**src/rtl/pattern_pkg.sv**
```systemverilog
// Shared definitions for both ends of the serial 1011 pattern link.
// Holds the FSM state encoding and the default pattern both ends agree on.
package pattern_pkg;

    localparam int         PAT_W_DEF = 4;
    localparam logic [3:0] DEF_PAT_C = 4'b1011;

    typedef enum logic [1:0] {
        ST_IDLE = 2'b00,
        ST_SEND = 2'b01,
        ST_GAP  = 2'b10,
        ST_DONE = 2'b11
    } state_t;

endpackage

```
**src/rtl/pattern_shift_reg.sv**
```systemverilog
// Load/shift-left register; its MSB is the transmitted bit.
// Zeros shift in from the LSB side, so an exhausted pattern reads as idle.
module pattern_shift_reg #(
    parameter int W = 4
) (
    input  logic         clk,
    input  logic         rst,
    input  logic         load,
    input  logic         shift,
    input  logic [W-1:0] din,
    output logic [W-1:0] q
);

    // Load takes priority over shift; otherwise the contents hold.
    always_ff @(posedge clk) begin
        if (rst) begin
            q <= {W{1'b0}};
        end else if (load) begin
            q <= din;
        end else if (shift) begin
            q <= {q[W-2:0], 1'b0};
        end else begin
            q <= q;
        end
    end

endmodule

```
**src/rtl/pattern_tx_1011.sv**
```systemverilog
// Serial pattern transmitter: shifts a latched pattern out MSB-first a requested
// number of times, with an optional idle gap between repetitions.
module pattern_tx_1011
    import pattern_pkg::*;
#(
    parameter int               PAT_W   = PAT_W_DEF,
    parameter int               CNT_W   = 8,
    parameter int               GAP     = 0,
    parameter logic [PAT_W-1:0] DEF_PAT = PAT_W'(DEF_PAT_C)
) (
    input  logic             clk,
    input  logic             rst,
    input  logic             start,
    input  logic             use_default,
    input  logic [PAT_W-1:0] pattern_in,
    input  logic [CNT_W-1:0] repeat_in,
    output logic             serial_out,
    output logic             bit_valid,
    output logic             frame_start,
    output logic             busy,
    output logic             done
);

    localparam int BC_W  = $clog2(PAT_W);
    localparam int GAP_W = (GAP > 1) ? $clog2(GAP) : 1;

    state_t             state_r;
    logic [BC_W-1:0]    bit_cnt_r;
    logic [CNT_W-1:0]   rep_cnt_r;
    logic [CNT_W-1:0]   rep_tgt_r;
    logic [GAP_W-1:0]   gap_cnt_r;
    logic [PAT_W-1:0]   pat_r;

    logic               accept_s;
    logic               last_bit_s;
    logic               last_rep_s;
    logic               gap_end_s;
    logic [PAT_W-1:0]   pat_sel_s;
    logic               sr_load_s;
    logic               sr_shift_s;
    logic [PAT_W-1:0]   sr_din_s;
    logic [PAT_W-1:0]   sr_q_s;

    // Decode acceptance and end-of-bit / end-of-repetition / end-of-gap conditions.
    always_comb begin
        accept_s   = start && ((state_r == ST_IDLE) || (state_r == ST_DONE));
        last_bit_s = (bit_cnt_r == BC_W'(PAT_W - 1));
        last_rep_s = (rep_cnt_r == (rep_tgt_r - CNT_W'(1)));
        gap_end_s  = (gap_cnt_r == GAP_W'(GAP - 1));
        if (use_default) begin
            pat_sel_s = DEF_PAT;
        end else begin
            pat_sel_s = pattern_in;
        end
    end

    // Shift-register control: loading zeros doubles as the clear, keeping serial_out low when idle.
    always_comb begin
        sr_load_s  = 1'b0;
        sr_shift_s = 1'b0;
        sr_din_s   = {PAT_W{1'b0}};
        case (state_r)
            ST_IDLE, ST_DONE: begin
                sr_load_s = 1'b1;
                if (accept_s && (repeat_in != {CNT_W{1'b0}})) begin
                    sr_din_s = pat_sel_s;
                end else begin
                    sr_din_s = {PAT_W{1'b0}};
                end
            end
            ST_SEND: begin
                if (last_bit_s) begin
                    sr_load_s = 1'b1;
                    if (!last_rep_s && (GAP == 0)) begin
                        sr_din_s = pat_r;
                    end else begin
                        sr_din_s = {PAT_W{1'b0}};
                    end
                end else begin
                    sr_shift_s = 1'b1;
                end
            end
            ST_GAP: begin
                if (gap_end_s) begin
                    sr_load_s = 1'b1;
                    sr_din_s  = pat_r;
                end else begin
                    sr_load_s = 1'b0;
                end
            end
            default: begin
                sr_load_s = 1'b1;
                sr_din_s  = {PAT_W{1'b0}};
            end
        endcase
    end

    pattern_shift_reg #(
        .W (PAT_W)
    ) u_shift (
        .clk   (clk),
        .rst   (rst),
        .load  (sr_load_s),
        .shift (sr_shift_s),
        .din   (sr_din_s),
        .q     (sr_q_s)
    );

    assign serial_out = sr_q_s[PAT_W-1];

    // Transmit FSM with counters and registered status outputs.
    always_ff @(posedge clk) begin
        if (rst) begin
            state_r     <= ST_IDLE;
            bit_cnt_r   <= {BC_W{1'b0}};
            rep_cnt_r   <= {CNT_W{1'b0}};
            rep_tgt_r   <= {CNT_W{1'b0}};
            gap_cnt_r   <= {GAP_W{1'b0}};
            pat_r       <= {PAT_W{1'b0}};
            bit_valid   <= 1'b0;
            frame_start <= 1'b0;
            busy        <= 1'b0;
            done        <= 1'b0;
        end else begin
            frame_start <= 1'b0;
            done        <= 1'b0;
            case (state_r)
                ST_IDLE, ST_DONE: begin
                    if (accept_s) begin
                        pat_r     <= pat_sel_s;
                        rep_tgt_r <= repeat_in;
                        rep_cnt_r <= {CNT_W{1'b0}};
                        bit_cnt_r <= {BC_W{1'b0}};
                        if (repeat_in != {CNT_W{1'b0}}) begin
                            state_r     <= ST_SEND;
                            bit_valid   <= 1'b1;
                            frame_start <= 1'b1;
                            busy        <= 1'b1;
                        end else begin
                            state_r   <= ST_DONE;
                            done      <= 1'b1;
                            bit_valid <= 1'b0;
                            busy      <= 1'b0;
                        end
                    end else begin
                        state_r   <= ST_IDLE;
                        bit_valid <= 1'b0;
                        busy      <= 1'b0;
                    end
                end
                ST_SEND: begin
                    if (last_bit_s) begin
                        bit_cnt_r <= {BC_W{1'b0}};
                        rep_cnt_r <= rep_cnt_r + CNT_W'(1);
                        if (last_rep_s) begin
                            state_r   <= ST_DONE;
                            done      <= 1'b1;
                            busy      <= 1'b0;
                            bit_valid <= 1'b0;
                        end else if (GAP > 0) begin
                            state_r   <= ST_GAP;
                            gap_cnt_r <= {GAP_W{1'b0}};
                            bit_valid <= 1'b0;
                        end else begin
                            frame_start <= 1'b1;
                            bit_valid   <= 1'b1;
                        end
                    end else begin
                        bit_cnt_r <= bit_cnt_r + BC_W'(1);
                    end
                end
                ST_GAP: begin
                    if (gap_end_s) begin
                        state_r     <= ST_SEND;
                        bit_valid   <= 1'b1;
                        frame_start <= 1'b1;
                    end else begin
                        gap_cnt_r <= gap_cnt_r + GAP_W'(1);
                    end
                end
                default: begin
                    state_r   <= ST_IDLE;
                    bit_valid <= 1'b0;
                    busy      <= 1'b0;
                end
            endcase
        end
    end

endmodule

```
**config.mk**
```make
export PLATFORM = sky130hd
export DESIGN_NAME = pattern_tx_1011
export DESIGN_NICKNAME = d
export VERILOG_FILES = /design/src/rtl/pattern_pkg.sv /design/src/rtl/pattern_shift_reg.sv /design/src/rtl/pattern_tx_1011.sv
export SDC_FILE = /design/constraint.sdc
export NUM_CORES = 1
export LEC_CHECK = 0
export ABC_AREA = 1
export CAP_MARGIN = 10
export CELL_PAD_IN_SITES_DETAIL_PLACEMENT = 0
export CELL_PAD_IN_SITES_GLOBAL_PLACEMENT = 2
export CORE_UTILIZATION = 31
export DETAILED_ROUTE_END_ITERATION = 10
export PLACE_DENSITY = 0.9
export SYNTH_ARGS = -nofsm -noshare
export SYNTH_HDL_FRONTEND = slang
export SYNTH_SLANG_ARGS = --single-unit
```
**constraint.sdc**
```tcl
create_clock -name clk -period 2.1 [get_ports clk]
set_input_delay 0.42 -clock clk [delete_from_list [all_inputs] [get_ports clk]]
set_output_delay 0.42 -clock clk [all_outputs]
set_load 0.1 [all_outputs]
```
==> metrics <==
Std-Cell Core Area around 5600 µm²; Post-synth EDFFs 0; transition time at the pin with the least slew margin between 0.3 and 0.4 ns; top fanout value on the critical path 5; Yosys reg bits 33; Die Footprint ~6000 µm²; count of buffers added by post-CTS timing repair for setup 0; initial standard-cell utilization of the core between 30% and 40%; run status completed; DRC violations left 0; crit-path max cell delay 0.34 ns; residual antenna-violating net count after detailed routing 0; global-route total usage across every layer 15.5%; data required time of the worst path 2.29 ns; unrepaired setup endpoints after global routing false; placed cell areas 2130 µm²; antenna violations before repair 0; portion of the post-synthesis area used by sequential elements between 30% and 40%; Period minus WS final 1.88 ns; share of power burned in the clock network roughly 18%; pwr dens 1320 nW/µm²; worst voltage drop across the vdd grid 0.000616 V; routability cong. 0.781; Clock Tree Root clkbuf_8; CP endpoint u_shift.q[1]; worst hold-check path type flip-flop to flip-flop; placement row count 27; critical register-to-register path endpoint u_shift.q[1]; dominant cells by area after synthesis dfxtp_1 37%, nand2_1 11%, nand3_1 6.7%; count of antenna diodes in the layout 0; Slew headroom 74.6%; pin count of the biggest net entering global routing 20; Synth async-reset ratio 0%; final standard cell area without fillers roughly 2200 µm²; switching power 1.34 mW; share of power burned in registers between 30 and 40%; total of warnings raised by yosys 0; horizontal die dimension 78.3 µm; sequence of cells on the critical path inv_1, ha_4, xnor2_1, nor2_1, nand3_1, nor2_1, nand3_1, nand2_1, nand2_1, nand3_1, nand4_1, nand2_1, inv_1; final wirelength 4.37 mm; number of global-route vias before repair 1659; fraction of power spent switching nets 45.5%; number of standard cells after synthesis 263; cell type of the slowest stage on the worst timing path dfxtp_1; Max clock buf depth 2; wire length of the first global-routing pass 7.51 mm; Final nets around 320; crit path DAT approximately 2.1 ns; portion of the clock cycle consumed by the worst path in the final layout between 80 and 90%; Mean Syn Cell Area 6.86 µm²; f_max about 530 MHz; area added between synthesis and finish 24.3%; post-route total power 2.96 mW; fraction of layout instances using a drive strength above 1 12.5%; Cell variety after synth 33; number of search-and-repair iterations in the first detailed-routing pass 4; commonest non-fill, non-tap cell in the layout nand2_1; clock sink count 33; origin of the critical flop-to-flop path rep_tgt_r[0]; Mapped Area 1800 µm²; vias per inst ~4.7; Max H-tree Level 2; combinational share of power 51.5%; count of input and output buffers 20; I/O pin total 21; critical path startpoint rep_tgt_r[0]; top cell type's share of synthesized area 36.6%; TritonCTS clock tree yes; synthesized net count 284; most frequently used flop master after synthesis dfxtp_1; clock-pin slew of the registers on the worst-case setup and hold paths 0.07 ns; overall overflow remaining after global route 0; Placed Cells 359; cell type with the largest total area after synthesis dfxtp_1; Int Pwr 1.61 mW; die span in y about 78 µm; placed wire-length estimate after detailed placement 3.48 mm; number of cells in the finished layout apart from fillers 367; nature of the critical path startpoint flip-flop; clock latency at the later pin of the worst-skew pair 0.29 ns; drt first-iter violations 66; number of buffers inserted during clock tree synthesis 5; Max Cap Violations 0; routed len/inst 11.9 µm; reg2reg setup slack 0.22 ns; Setup violations, final 0; final hold violation count 0; Setup TNS 0 ns; Slew Limit Fails 0; detailed-route via count 1723; r2r worst-path depth 13; category of the critical setup timing path flip-flop to flip-flop; most frequent cells in the layout 54 x nand2_1, 33 x dfxtp_1, 31 x inv_1, 30 x nor2_1, 24 x nand3_1; Max Clock Skew 0.00541 ns; endpoint kind of the worst setup timing path flip-flop; Leakage 0.986 nW
## Yosys cell counts (3+ instances only)
library cell	instances
nand3_1	24
ha_1	5
inv_1	31
o21ai_0	22
clkbuf_1	3
dfxtp_1	33
xor2_1	3
nand2_1	54
nor2_1	31
nand4_1	5
a21oi_1	19
nor2_2	3
xnor2_1	3
nor4_1	3
## layout make-up
| cell class | instances | area, µm² |
|---|---|---|
| clock buffer | 7 | 96.3 |
| clock inverter | 1 | 5.00 |
| fill | 601 | 3330 |
| inverter | 34 | 133 |
| multi-input combinational | 190 | 995 |
| sequential | 33 | 661 |
| tap | 72 | 90.1 |
| timing repair buffer | 30 | 263 |
## critical path: cells and delay by family, from the launching register on
kind | cells | cell delay (ns)
XOR/XNOR | 1 | 0.12
AND/OR/NAND/NOR | 9 | 0.98
buffers and inverters | 2 | 0.11
flip-flops | 1 | 0.34
adder cells (fa/ha/maj) | 1 | 0.24
## sequential cells by signal (all words and copies together) (netlist names)
signal,flops
bit_cnt_r,2
bit_valid,1
busy,1
done,1
frame_start,1
gap_cnt_r,1
pat_r,4
rep_cnt_r,8
rep_tgt_r,8
state_r,2
u_shift.q,4
## logic make-up (layout without fill, tap and decap cells)
group	Yosys count	count (layout)	share of synthesized area (%)
AND/OR/NAND/NOR	132	132	33.7
AO/OA/AOI/OAI	47	47	14.2
buffers and inverters	40	72	9.08
flip-flops	33	33	36.6
XOR/XNOR	6	6	2.91
adder cells (fa/ha/maj)	5	5	3.47
## power by group through the flow
stage / Combinational (mW) / Clock, mW / Sequential (mW)
finish: 1.52 / 0.530 / 0.904
global route: 1.73 / 0.561 / 0.926
CTS: 1.50 / 0.542 / 0.907
detailed placement: 1.49 / 0 / 0.921
global placement: 1.49 / 0 / 0.918
floorplan: 0.921 / 0 / 1.08
## layer usage
metal / track usage (%) / part of all wire (%) / wire length, µm
met5: 0 / 0 / 0
met4: 5.56 / 0.87 / 38
met3: 2.91 / 2.7 / 118
met2: 25.7 / 46 / 2020
met1: 19.9 / 50 / 2190
## per-stage QoR
stage,hold WS (ns),util (%),setup WS (ns)
4_1_cts,0.477,40.0,0.0827
6_report,0.473,40.2,0.215
3_3_place_gp,0.462,38.1,0.0795
2_1_floorplan,0.446,-,0.277
5_1_grt,0.488,40.2,0.0431
3_5_place_dp,0.468,38.1,0.0501
## how the worst min path moves through the flow
stage | from | end | slack (ns) | depth (start not counted)
global route | pat_r[2] | pat_r[2] | 0.49 | 2
detailed placement | pat_r[2] | pat_r[2] | 0.47 | 2
finish | pat_r[1] | pat_r[1] | 0.47 | 2
CTS | pat_r[2] | pat_r[2] | 0.48 | 2
global placement | pat_r[3] | pat_r[3] | 0.46 | 2
floorplan | pat_r[1] | pat_r[1] | 0.45 | 2
## repair_timing
action,CTS,global route
hold buffers,0,0
gates resized for setup,0,4
endpoints found under the setup margin,0,7
(Power assumes the default switching activity.)
